File: config.mk
export PLATFORM = sky130hd
export DESIGN_NAME = count_ctrl
export DESIGN_NICKNAME = d
export VERILOG_FILES = /design/src/rtl/count_ctrl.sv
export SDC_FILE = /design/constraint.sdc
export NUM_CORES = 1
export LEC_CHECK = 0
export BUFFER_PORTS_ARGS = -buffer_cell sky130_fd_sc_hd__buf_4
export CAP_MARGIN = 20
export CORE_MARGIN = 1
export CORE_UTILIZATION = 50
export DETAILED_ROUTE_END_ITERATION = 7
export PLACE_DENSITY_LB_ADDON = 0.1
export SLEW_MARGIN = 0
export SYNTH_ARGS = -nofsm -noshare
export SYNTH_HDL_FRONTEND = slang
export SYNTH_SLANG_ARGS = --single-unit
File: constraint.sdc
create_clock -name clk -period 3.8 [get_ports clk]
set_input_delay 0.38 -clock clk [delete_from_list [all_inputs] [get_ports clk]]
set_output_delay 0.38 -clock clk [all_outputs]
set_load 0.05 [all_outputs]
File: src/rtl/count_ctrl.sv
// ---------------------------------------------------------------------------
// count_ctrl -- start/stop/pause controlled up-counter with terminal detect
//
// A run begins when start is seen in IDLE. On that edge the terminal count
// (limit) and the run mode (auto_reload) are captured. The count then climbs
// from 0 to the captured limit. At the limit the block either finishes
// (one-shot: RUN -> DONE -> IDLE) or wraps to 0 and keeps going (periodic).
// Every wrap is counted in reloads, which saturates at 15.
//
// Ports
//   clk          rising-edge clock
//   res          synchronous reset, active low
//   start        begin a run (only honoured in IDLE)
//   stop         abort the current run (RUN/HOLD -> IDLE)
//   pause        level; holds the count while high
//   limit        terminal count, captured on the accepted start
//   auto_reload  run mode, captured on the accepted start (1 = periodic)
//   cnt          current count (registered)
//   busy         high in RUN or HOLD
//   done         one-cycle terminal-count pulse (registered)
//   reloads      wraps in the current run, saturating at 15
//   state        FSM state: IDLE=00, RUN=01, HOLD=10, DONE=11
// ---------------------------------------------------------------------------
module count_ctrl #(
   parameter int WIDTH = 3
) (
   input  logic             clk,
   input  logic             res,
   input  logic             start,
   input  logic             stop,
   input  logic             pause,
   input  logic [WIDTH-1:0] limit,
   input  logic             auto_reload,
   output logic [WIDTH-1:0] cnt,
   output logic             busy,
   output logic             done,
   output logic [3:0]       reloads,
   output logic [1:0]       state
);

   typedef enum logic [1:0] {
      S_IDLE = 2'b00,
      S_RUN  = 2'b01,
      S_HOLD = 2'b10,
      S_DONE = 2'b11
   } state_t;

   // registered state
   state_t           r_state;
   logic [WIDTH-1:0] r_cnt;
   logic             r_done;
   logic [3:0]       r_reloads;
   logic [WIDTH-1:0] r_lim_q;
   logic             r_auto_q;

   // next-state values
   state_t           w_state_nxt;
   logic [WIDTH-1:0] w_cnt_nxt;
   logic             w_done_nxt;
   logic [3:0]       w_reloads_nxt;
   logic [WIDTH-1:0] w_lim_nxt;
   logic             w_auto_nxt;

   // terminal compare against the captured limit; equality is checked before
   // incrementing, so an all-ones limit never overflows cnt
   logic             w_at_lim;
   logic [3:0]       w_reloads_sat;

   assign w_at_lim      = (r_cnt == r_lim_q);
   assign w_reloads_sat = (r_reloads == 4'hF) ? r_reloads : r_reloads + 4'd1;

   // ------------------------------------------------------------------------
   // state and datapath registers
   // ------------------------------------------------------------------------
   always_ff @(posedge clk) begin
      if (!res) begin
         r_state   <= S_IDLE;
         r_cnt     <= '0;
         r_done    <= 1'b0;
         r_reloads <= 4'd0;
         r_lim_q   <= '0;
         r_auto_q  <= 1'b0;
      end else begin
         r_state   <= w_state_nxt;
         r_cnt     <= w_cnt_nxt;
         r_done    <= w_done_nxt;
         r_reloads <= w_reloads_nxt;
         r_lim_q   <= w_lim_nxt;
         r_auto_q  <= w_auto_nxt;
      end
   end

   // ------------------------------------------------------------------------
   // next-state / datapath logic
   // Within RUN and HOLD the priority is stop, then pause, then counting.
   // done defaults low so it can only ever be a single-cycle pulse.
   // ------------------------------------------------------------------------
   always_comb begin
      w_state_nxt   = r_state;
      w_cnt_nxt     = r_cnt;
      w_done_nxt    = 1'b0;
      w_reloads_nxt = r_reloads;
      w_lim_nxt     = r_lim_q;
      w_auto_nxt    = r_auto_q;

      unique case (r_state)
         S_IDLE: begin
            if (start) begin
               w_lim_nxt     = limit;
               w_auto_nxt    = auto_reload;
               w_cnt_nxt     = '0;
               w_reloads_nxt = 4'd0;
               w_state_nxt   = S_RUN;
            end
         end

         S_RUN: begin
            if (stop) begin
               w_state_nxt = S_IDLE;
            end else if (pause) begin
               w_state_nxt = S_HOLD;
            end else if (!w_at_lim) begin
               w_cnt_nxt = r_cnt + 1'b1;
            end else if (r_auto_q) begin
               // periodic: wrap and stay in RUN
               w_cnt_nxt     = '0;
               w_done_nxt    = 1'b1;
               w_reloads_nxt = w_reloads_sat;
            end else begin
               // one-shot: cnt parks at the limit
               w_done_nxt  = 1'b1;
               w_state_nxt = S_DONE;
            end
         end

         S_HOLD: begin
            // the resume edge only changes state; counting restarts next edge
            if (stop) begin
               w_state_nxt = S_IDLE;
            end else if (!pause) begin
               w_state_nxt = S_RUN;
            end
         end

         S_DONE: begin
            w_state_nxt = S_IDLE;
         end

         default: begin
            w_state_nxt = S_IDLE;
         end
      endcase
   end

   // ------------------------------------------------------------------------
   // outputs
   // ------------------------------------------------------------------------
   assign cnt     = r_cnt;
   assign done    = r_done;
   assign reloads = r_reloads;
   assign state   = r_state;
   assign busy    = (r_state == S_RUN) || (r_state == S_HOLD);

endmodule

==> results.md, run 1 <==
- After floorplanning, the core was sized to cover 0.001506 mm².
- The combinational power share is between 20% and 30%.
- The beginning of the worst hold path is auto_reload.
- The die is about 42 µm wide.
- The cell at the root of the clock tree is sky130_fd_sc_hd__clkbuf_4.
- The flow ran to the end, but the final reports show violations.
- The iteration count of the initial detailed-routing pass is 6.
- After detailed routing, the number of vias per cell comes to a little over 6.
- The kind of end point of the critical path is a flip-flop.
- Summing the areas of all and, or, nand and nor instances in the mapped netlist gives 25.98% of the synthesized area.
- The placed cell area is around 950 µm².
- Data on the critical path is required at its endpoint by ~4.0 ns.
- The diode insertion count for antenna repair is 0.
- The analysis attributes to net switching a power of roughly 0.00012 W.
- The largest family of logic cells by synthesized area is simple AND/OR/NAND/NOR gates.
- 20 I/O pins were placed.
- Summed over all nets, the half-perimeter wirelength after detailed placement is 1.369 mm.
- The synthesized net count is about 110.
- In this run the register-to-register setup slack is about 1.4 ns.
- The type of the worst min-delay path is input port to flip-flop.
- The via count of the first global-routing pass is roughly 710.
- The clock transition time at the flip-flop clock pins of the worst setup and hold paths is 0.08 ns.
- The synthesized area divided by synthesized cell count is just under 9 µm².
- Of the total synthesized cell area, the portion taken by XOR and XNOR cells is about 3.3%.
- After routing the design area is 972.2 µm².
- The total negative setup slack is 0 ns.
- The total standard cell area after synthesis is roughly 800 µm².
- Traced cell by cell, the critical path runs through inv_1 -> ha_1 -> and4bb_2 -> o21ai_0 -> a21oi_1 -> nor4b_1.
- The cell count after synthesis is 90.
- The initial cell density of the core is a little over half.
- The number of buffers created by CTS is 3.
- Headroom to the max-slew limit came out at 27.55%.
- The core occupancy in the finished layout is approximately 65%.
- Data on the critical path arrives at its endpoint at 2.58 ns.
- In the final design database the tool counted 127 nets.
- The full die area is approximately 0.0018 mm².
- The met3 track utilization from global routing is 2.586%.
- The post-synthesis sequential area ratio is about a third.
- The sequential power share is roughly 46%.
- The die boundary height is between 40 and 50 µm.
- After detailed routing, the total wire length is approximately 1.7 mm.
- Between clock sinks in the finished design, the worst skew comes to 0.002081 ns.
- The largest single stage delay on the critical path is between 0.8 and 0.9 ns.
- The final reports fail on design-rule violations.
- The number of hold buffers added after CTS is 0.
- For this design the static power due to leakage is between 0.4 and 0.5 nW.
- Relative to the synthesized area, the layout overhead comes to 21.60%.
- In the global route stage, met1 resource usage came out at around a quarter.
- The slew at the pin with the worst max-slew slack is between 1 and 1.5 ns.
- Entering global routing, the biggest net connects 12 pins.
- The number of warning messages in the yosys log is 0.
- The startpoint of the worst register-to-register path is state[1].
- The layer carrying the most global-route usage is met2.
- Counting I/O delays and the setup requirement, the final critical path takes ~2.4 ns.
- The power density of the placed cells is 357.4 mW/mm².
- Of the cells placed in the final design, the portion with a size suffix greater than 1 is between 20% and 30%.
- In this run, the clock network consumes roughly a quarter of the power.
- The first global-routing pass estimated 2.898 mm of wire.
- The count of endpoints failing setup in the final report is 0.
- Once the clock tree was built, the setup fixing pass inserted 0 buffers.
- Across the VDD grid, the largest voltage drop is just over 0.0002 V.
- The number of distinct standard cells referenced by the synthesized netlist is 34.
- The overall routing resource usage is about a fifth.
- Counting the fill cells in the layout gives 134.
- The worst hold path stage count is 3.
- The max-slew violation count is 0.
- The path type of the worst setup path is flip-flop to flip-flop.
- The global routing met2 resource utilization is a little under two fifths.
- Setup repair after global routing left no endpoint under its margin.
- TritonCTS built the clock tree.
- The logic depth of the worst register-to-register path is 6.
- The detailed router finished its first iteration with 17 violations.
- The internal power is about 0.00023 W.
- The deepest clock path buffer count is 2.
- The clock latency on the worst-skew pair is approximately 0.28 ns.
- Summed over all layers, the global routing overflow is 0.
- The clock sink count is 14.
- In this run switching power makes up roughly a third of total power.
- The initial antenna violation count was 0.
- The number of vias after detailed routing is about 760.
- The final RePlAce weighted congestion is between 0.8 and 0.9.
- The synthesized netlist devotes approximately 20% of its cell area to compound gates.
- Of the post-synthesis cell area, the part taken by muxes is between 2 and 3%.
- After Yosys synthesis, full adders, half adders and majority gates account for around a tenth of the synthesized area.
- After layout, the worst path uses 63.24% of the clock period.
- The worst setup path is launched from a flip-flop.
- The reg-to-reg critical path endpoint is cnt[2].
- Across the run, the number of max-cap violations was 0.
- Port buffering added 19 buffers.
- The largest individual stage delay along the critical path comes from the cell sky130_fd_sc_hd__o21ai_0.
- The total of flip-flops plus latches after synthesis is 14.
- The portion of synthesized cell area occupied by the leading cell type is between 30% and 40%.
- The average wire length per cell after detail routing is approximately 14 µm.
- The number of antenna-violating nets in the routed design is 0.
- In the routed design, unresolved DRC markers number 1.
- In this run the number of H-tree levels came out at 1.
- By area the synthesized netlist is led by sky130_fd_sc_hd__dfxtp_1, sky130_fd_sc_hd__ha_1, sky130_fd_sc_hd__a21oi_1.
- Along the worst path, the maximum fanout reaches 11.
- The number of hold violations in the final report is 0.
- Derived from the worst setup path, the maximum achievable clock frequency is roughly 420 MHz.
- The top cell type by total area after synthesis is sky130_fd_sc_hd__dfxtp_1.
- The count of cells resized by post-cts repair is 0.
- The floorplan has 14 rows.
- The path with the worst hold slack has its endpoint at r_auto_q.
-- flip-flops by register name, indices dropped and copies added (netlist names) --
register	cells
r_lim_q	3
done	1
cnt	3
state	2
r_auto_q	1
reloads	4
-- worst max-delay path: cells and delay by family (launching register included) --
family / cells / cell delay, ns
AND/OR/NAND/NOR: 2 / 0.57
adder cells (fa/ha/maj): 1 / 0.26
AO/OA/AOI/OAI: 2 / 1.00
flip-flops: 1 / 0.38
buffers and inverters: 1 / 0.09
-- cell type report --
class | count | area, µm² | area share, %
well taps | 16 | 20.02 | 2.059
inverters | 4 | 15.01 | 1.544
flip-flops and latches | 14 | 280.3 | 28.83
multi-input cells | 70 | 491.7 | 50.58
clock buffers | 3 | 22.52 | 2.317
repair buffers | 19 | 142.6 | 14.67
-- cells in the mapped netlist (all sizes together) --
cell / n
xor2: 3
o31ai: 1
and2b: 1
a21oi: 9
o311ai: 1
ha: 6
o41a: 1
inv: 4
buf: 1
o21a: 2
mux2i: 2
o31a: 1
nand4: 2
nand2: 9
nand2b: 1
nor4: 1
clkbuf: 1
or2b: 1
dfxtp: 14
or3: 2
nor3b: 2
nand3: 8
and4bb: 1
and3: 2
o211ai: 3
nor2b: 2
o41ai: 3
nor4b: 1
or4b: 1
nor3: 1
a21boi: 1
o21ai: 2
-- layout by cell type, fill, tap and decap left out --
cell                       synthesis  routed
sky130_fd_sc_hd__nor3b_1           2       2
sky130_fd_sc_hd__o41ai_1           3       3
sky130_fd_sc_hd__or4b_2            1       1
sky130_fd_sc_hd__nor3_1            1       1
sky130_fd_sc_hd__nand2_1           9       9
sky130_fd_sc_hd__and2b_2           1       1
sky130_fd_sc_hd__or3_1             1       1
sky130_fd_sc_hd__o31ai_1           1       1
sky130_fd_sc_hd__or2b_2            1       1
sky130_fd_sc_hd__xor2_1            3       3
sky130_fd_sc_hd__nand3_1           8       8
sky130_fd_sc_hd__ha_1              6       6
sky130_fd_sc_hd__and4bb_2          1       1
sky130_fd_sc_hd__clkbuf_4          0       3
sky130_fd_sc_hd__o21a_1            2       2
sky130_fd_sc_hd__o31a_1            1       1
sky130_fd_sc_hd__o211ai_1          3       3
sky130_fd_sc_hd__nor4_1            1       1
sky130_fd_sc_hd__nor2b_1           2       2
sky130_fd_sc_hd__mux2i_1           2       2
sky130_fd_sc_hd__and3_1            1       1
sky130_fd_sc_hd__dfxtp_1          14      14
sky130_fd_sc_hd__nand4_1           2       2
sky130_fd_sc_hd__nand2b_1          1       1
sky130_fd_sc_hd__o311ai_1          1       1
sky130_fd_sc_hd__o41a_1            1       1
sky130_fd_sc_hd__nor4b_1           1       1
sky130_fd_sc_hd__a21boi_1          1       1
sky130_fd_sc_hd__and3_2            1       1
sky130_fd_sc_hd__buf_4             1      19
sky130_fd_sc_hd__o21ai_0           2       2
sky130_fd_sc_hd__or3_2             1       1
sky130_fd_sc_hd__a21oi_1           9       9
sky130_fd_sc_hd__inv_1             4       4
-- worst max path at each step --
stage	from	endpoint	slack (ns)	cells past startpoint
floorplan	state[0]	reloads[3]	1.74	7
global placement	state[1]	cnt[2]	1.60	6
detailed placement	state[1]	cnt[2]	1.44	6
CTS	state[1]	cnt[2]	1.43	6
global route	state[1]	cnt[2]	1.24	6
finish	state[1]	cnt[2]	1.40	6
-- routing by layer --
layer	wire length [µm]	up-vias
met5	0	-
met4	10	0
met3	117	2
met2	828	33
met1	780	347
li1	-	381
-- per-stage QoR --
step | total power (W) | worst slack (ns) | instances | hold slack [ns]
2_1_floorplan | 0.0002402 | 1.742 | 90 | 0.4450
3_3_place_gp | 0.0002650 | 1.602 | 123 | 0.4578
3_5_place_dp | 0.0002674 | 1.444 | 123 | 0.4646
4_1_cts | 0.0003472 | 1.429 | 126 | 0.3631
5_1_grt | 0.0003642 | 1.242 | 126 | 0.3611
6_report | 0.0003474 | 1.397 | 126 | 0.3579
-- logic make-up after synthesis --
| family | after synthesis |
|---|---|
| AO/OA/AOI/OAI | 24 |
| XOR/XNOR | 3 |
| adder cells (fa/ha/maj) | 6 |
| buffers and inverters | 6 |
| flip-flops | 14 |
| multiplexers | 2 |
| AND/OR/NAND/NOR | 35 |
-- power by group through the flow --
stage	combinational, W	clock (W)	sequential (W)
after floorplan	0.0000626	0	0.000178
after global placement	0.000101	0	0.000164
after detailed placement	0.000103	0	0.000164
after CTS	0.000103	0.0000832	0.000161
after global routing	0.000113	0.0000901	0.000162
final	0.000103	0.0000840	0.000160
No activity file was read; power rests on OpenSTA's default activity.
==> run 2, diff against run 1 <==
- clock period: 3.8 -> 2.5 ns (I/O delays scaled with it)
==> results.md, run 2 (synthesis gave the netlist of run 1 again) <==
- The number of buffers created by CTS is 3.
- The cell at the root of the clock tree is sky130_fd_sc_hd__clkbuf_4.
- The minimum period implied by the final worst setup slack is approximately 2.1 ns.
- The average wire length per cell after detail routing is ~14 µm.
- The commonest non-fill, non-tap cell in the layout is sky130_fd_sc_hd__buf_4.
- The signal on the critical path passes through inv_1 -> ha_1 -> buf_4 -> nor3b_1 -> o311ai_1 -> a21oi_1 -> nor4b_1.
- The number of vias after detailed routing is 770.
- The longest individual stage delay on the worst path is between 0.5 and 0.6 ns.
- In this run the tightest slew margin relative to its limit is a little over half.
- Global routing finished with a remaining overflow of 0.
- 0 antenna diodes ended up in the layout.
- The H-tree depth is 1.
- The post-route cell area is around 990 µm².
- The average vias per placed instance is approximately 6.0.
- The final RePlAce weighted congestion is between 0.7 and 0.8.
- The leakage power is approximately 0.43 nW.
- The clock skew after layout is between 0.0006 and 0.0007 ns.
- After the first detailed-routing iteration, the DRC count stood at 12.
- Across every metal layer, demand over resource in global routing totals around 22%.
- The run finished with clean final reports.
- The max capacitance violation total is 0.
- The kind of end point of the critical path is a flip-flop.
- The sum of routed wire length over all layers is roughly 1.7 mm.
- The first TritonRoute pass finished after 4 iterations.
- The global-route wire length before repair is about 3 mm.
- Clock-pin slew was measured on the worst setup and hold paths at ~0.090 ns.
- In the final design database the tool counted 128 nets.
- The number of hold violations in the final report came to 0.
- The maximum number of pins on one net before global-route repair is 12.
- The core occupancy in the finished layout is between 60 and 70%.
- The post-route netlist has 26.79% of its cells at a drive strength greater than 1.
- The power density of the placed cells is approximately 570 mW/mm².
- In this run the horizontal extent of the chip is between 40 and 50 µm.
- The area added between synthesis and finish is 24.26%.
- Leaving out fill and tap cells, the most frequent cells in the layout are sky130_fd_sc_hd__buf_4, sky130_fd_sc_hd__dfxtp_1, sky130_fd_sc_hd__nand2_1, sky130_fd_sc_hd__a21oi_1, sky130_fd_sc_hd__nand3_1.
- The core area is about 0.0015 mm².
- In the final layout, the multi-input gates occupy around 500 µm².
- The data arrival time at the worst-slack endpoint is roughly 2.3 ns.
- The path type of the worst setup path is flip-flop to flip-flop.
- On the critical path, the stage with the largest delay is an instance of sky130_fd_sc_hd__nor3b_1.
- Measured along the y axis, the die boundary spans ~42 µm.
- The via count of the first global-routing pass is between 700 and 800.
- The min-delay analysis places its worst path in the category input port to flip-flop.
- The maximum ir drop on the vdd rail is approximately 0.00038 V.
- The peak clock frequency supported by timing is approximately 470 MHz.
- The flip-flop count of the largest register after layout is 4.
- In this run, post-CTS hold repair placed 0 buffers.
- Fill cells in the final layout number approximately 140.
- The total negative setup slack is 0 ns.
- At the worst endpoint, the required time is between 2 and 3 ns.
- The max-slew violation count is 0.
- Setup repair after global routing left no endpoint under its margin.
- The share of the cycle needed by the critical path after routing is 84.49%.
- Clock latency on the worst-skew pair, taken at its later pin, is roughly 0.28 ns.
- The die covers 0.001763 mm².
- The slew at the pin with the worst max-slew slack is approximately 0.7 ns.
- Once detail routing completed, the nets flagged for antenna violations numbered 0.
- The deepest clock path buffer count is 2.
- The initial antenna violation count is 0.
- The critical path startpoint category is a flip-flop.
- The maximum fanout count along the critical path is 6.
- The clock sink count is 14.
- After detailed routing, the number of remaining DRC violations is 0.
- TritonCTS built the clock tree.
- The number of input and output port buffers inserted is 19.
- In this run the cell area measured after placement is around 960 µm².
- Once the floorplan was initialized, standard cells occupied 53.07% of the core.
- Setup violations remaining at the end of the flow were counted as 0.
- The cell row count is 14.
- During I/O placement, the number of pins put on the boundary was 20.
- The storage element area is approximately 280 µm².
- The sum of net half-perimeters after detailed placement is around 1.3 mm.
==> run 2: metal layers <==
| layer | GRT usage, % | routed length [µm] |
|---|---|---|
| met2 | 36.56 | 818 |
| met1 | 28.14 | 807 |
| met4 | 12.26 | 36 |
| met5 | 0 | 0 |
| met3 | 3.448 | 78 |
==> run 2: cell type report <==
type | count | area share, %
sequential | 14 | 28.21
timing repair buffer | 20 | 15.11
tap | 16 | 2.015
inverter | 4 | 1.511
multi-input combinational | 70 | 49.50
clock buffer | 4 | 3.652
==> run 2: what timing repair did <==
action                                  in CTS  in global routing
resized for setup                            0                  1
buffers inserted                             0                  0
endpoints found under the setup margin       0                  1
==> run 2: worst paths after layout <==
kind                    from          to  slack, ns  depth (start not counted)
setup / recovery    state[1]      cnt[2]       0.39                          7
hold / removal      limit[0]  r_lim_q[0]       0.22                          3
setup reg to reg    state[1]      cnt[2]       0.39                          7
hold reg to reg   r_lim_q[1]  r_lim_q[1]       0.47                          2
==> run 2: critical path, delay by kind of cell (launching register included) <==
family                   cells  cell delay [ns]
AO/OA/AOI/OAI                2             0.56
adder cells (fa/ha/maj)      1             0.20
buffers and inverters        2             0.26
flip-flops                   1             0.35
AND/OR/NAND/NOR              2             0.62
==> run 2: stage by stage <==
stage               setup WS, ns  hold slack [ns]  power (W)  instances
finish                    0.3877           0.2198  0.0005680        128
detailed placement        0.1852           0.4633  0.0004086        124
global route              0.1995           0.2179  0.0005975        128
global placement          0.3333           0.4591  0.0004052        124
CTS                       0.1565           0.2200  0.0005725        128
floorplan                 0.4416           0.3975  0.0003651         90
==> run 2: power breakdown <==
| group | internal [W] | switching [W] |
|---|---|---|
| registers | 0.000234 | 0.00000964 |
| clock network | 0.0000885 | 0.0000755 |
| logic | 0.0000583 | 0.000102 |
==> run 3, diff against run 2 <==
- clock period: 2.5 -> 2 ns (I/O delays scaled with it)
==> results.md, run 3 (synthesis gave the netlist of run 1 again) <==
- Dividing the detail-routed wire length by the instance count gives between 10 and 15 µm.
- After legalization and detailed placement, the total HPWL measured ~1.2 mm.
- The run finished with clean final reports.
- The tree built by TritonCTS fans out to 14 sinks.
- The maximum ir drop on the vdd rail is roughly 0.00042 V.
- The residual overflow from global routing is 0.
- The critical path startpoint is reloads[0].
- In this run the register-to-register setup slack is between 0.1 and 0.15 ns.
- The congestion estimate from routability-driven global placement came to 0.8013.
- The die boundary height is between 40 and 50 µm.
- The placed instances occupy a cell area of 982.2 µm².
- Cells with a size suffix above 1 make up 30.43% of the layout.
- The initial cell density of the core is 53.07%.
- The smallest clock period supported by the final layout is computed as ~1.9 ns.
- The number of antenna diodes in the final layout is 0.
- Overall power consumption after layout is estimated at between 0.0007 and 0.0008 W.
- Between clock sinks in the finished design, the worst skew comes to about 0.00069 ns.
- The iteration count of the initial detailed-routing pass is 4.
- Final hold analysis gives a worst-case slack of 0.1776 ns.
- The number of vias after detailed routing is 761.
- The data required time at the worst endpoint is ~2.2 ns.
- Buffers placed on the I/O ports in this run total 19.
- For this run, the top clock speed supported by timing is about 530 MHz.
- The post-detailed-route DRC marker count is 0.
- The logic depth of the worst register-to-register path is 5.
- The tree is rooted in a sky130_fd_sc_hd__clkbuf_4.
- Setup total negative slack on the finished layout was measured at 0 ns.
- STA classifies the critical path endpoint as a flip-flop.
- The share of the cycle needed by the critical path after routing is between 90% and 100%.
- After clock tree synthesis, the repair step resized 0 gates.
- In this run the worst hold path is classified as input port to flip-flop.
- Row generation in the floorplan step produced 14 rows.
- The number of hold violations in the final report is 0.
- The worst relative slew slack is roughly 64%.
- The clock latency on the worst-skew pair is approximately 0.28 ns.
- The area added between synthesis and finish is 27.39%.
- The number of buffers created by CTS is 3.
- The number of inserted filler cells in the final layout is approximately 130.
- The max-slew violation count is 0.
- The maximum number of pins on one net before global-route repair is 12.
- The library cells used most frequently in the layout, excluding fill and tap cells, are sky130_fd_sc_hd__buf_4, sky130_fd_sc_hd__dfxtp_1, sky130_fd_sc_hd__nand2_1, sky130_fd_sc_hd__a21oi_1, sky130_fd_sc_hd__nand3_1.
- The critical path startpoint category is a flip-flop.
- The via count of the first global-routing pass is roughly 670.
- The initial antenna violation count was 0.
- The post-route cell area is ~0.001 mm².
- The clock passes through at most 2 buffers.
- CTS built an H-tree with a depth of 1.
- Prior to clock tree synthesis, the placed netlist has a worst setup slack of between 0.15 and 0.2 ns.
- The first global-routing pass estimated 2.870 mm of wire.
- The data arrival time at the worst-slack endpoint is 2.05 ns.
- In this run the most critical hold path is launched from limit[0].
- The library cell used most frequently in the layout, excluding fill and tap cells, is sky130_fd_sc_hd__buf_4.
- Max-cap violations in this run came to 0.
- The overall routing resource usage is 21.40%.
- Buffers inserted to repair hold after CTS numbered 0.
- In this run the critical register-to-register path is captured at reloads[3].
- The average vias per placed instance is 5.809.
- TritonCTS built the clock tree.
- The leakage power is about 0.44 nW.
- The number of antenna-violating nets in the routed design is 0.
- In this run the worst path has a maximum fanout of 6.
- Setup repair after global routing left no endpoint under its margin.
- The number of placed I/O pins is 20.
- The die boundary width is ~42 µm.
- For this design the ratio of total power to cell area is a little over 700 mW/mm².
- The full die area is about 0.0018 mm².
- The number of violations reported at the end of detailed-routing iteration 0 is 19.
- The path type of the worst setup path is flip-flop to flip-flop.
- Summed over all layers, the routed wires come to around 1.7 mm.
- After floorplanning, the core was sized to cover around 0.0015 mm².
- Following the worst setup path forward leads to its endpoint at reloads[3].
- The setup fix buffers added after clock tree synthesis is 0.
- The register with the most flip-flops in the layout has 4 of them.
- The clock transition time at the flip-flop clock pins of the worst setup and hold paths is approximately 0.090 ns.
- The count of endpoints failing setup in the final report is 0.
- At the end of the flow, the number of nets in the layout was between 100 and 150.
- Setup slack closes at approximately 0.13 ns.
- For the pin with the worst max-slew slack, the measured transition is approximately 0.52 ns.
- In this run the critical register-to-register path is launched from reloads[0].
[run 3: changes by cell type in the layout (fill, tap and decap cells not counted)]
cell,previous run,this run
sky130_fd_sc_hd__o21ai_1,1,0
sky130_fd_sc_hd__dfxtp_1,14,12
sky130_fd_sc_hd__buf_4,20,23
sky130_fd_sc_hd__o21ai_0,1,2
sky130_fd_sc_hd__dfxtp_2,0,2
[run 3: per-stage QoR]
stage	instances	util, %
final	131	67.61
after global placement	127	65.20
after floorplan	90	-
after CTS	131	67.61
after detailed placement	127	65.20
after global routing	131	67.61
[run 3: layer usage]
metal / vias up / share of wire [%] / track usage (%) / wire (µm)
li1: 391 / - / - / -
met1: 348 / 47 / 28.14 / 785
met2: 20 / 47 / 33.13 / 791
met3: 2 / 5.2 / 3.879 / 87
met4: 0 / 0.77 / 11.61 / 13
met5: - / 0 / 0 / 0
[run 3: worst min path at each step]
stage	slack (ns)	to	depth (start not counted)
after floorplan	0.35	r_auto_q	2
after global placement	0.46	r_lim_q[1]	2
after detailed placement	0.47	r_lim_q[2]	2
after CTS	0.17	r_lim_q[0]	3
after global routing	0.20	r_lim_q[2]	3
final	0.18	r_lim_q[0]	3
[run 3: layout make-up]
class / instances / area, µm² / share of cell area [%]
Multi-Input combinational cell: 70 / 491.7 / 48.28
Sequential cell: 14 / 282.8 / 27.76
Timing Repair Buffer: 23 / 172.7 / 16.95
Clock buffer: 4 / 36.28 / 3.563
Tap cell: 16 / 20.02 / 1.966
Inverter: 4 / 15.01 / 1.474
[run 3: worst max-delay path, stage by stage, from the launching register on]
cell,delay (ns)
sky130_fd_sc_hd__dfxtp_1,0.35
sky130_fd_sc_hd__ha_1,0.22
sky130_fd_sc_hd__and3_2,0.22
sky130_fd_sc_hd__o41a_1,0.50
sky130_fd_sc_hd__o31a_1,0.32
sky130_fd_sc_hd__o21a_1,0.18
[run 3: power by group]
part           internal [W]  switching, W  leakage, nW
combinational     0.0000823      0.000129        0.309
sequential         0.000294     0.0000117        0.115
clock              0.000111     0.0000940       0.0210
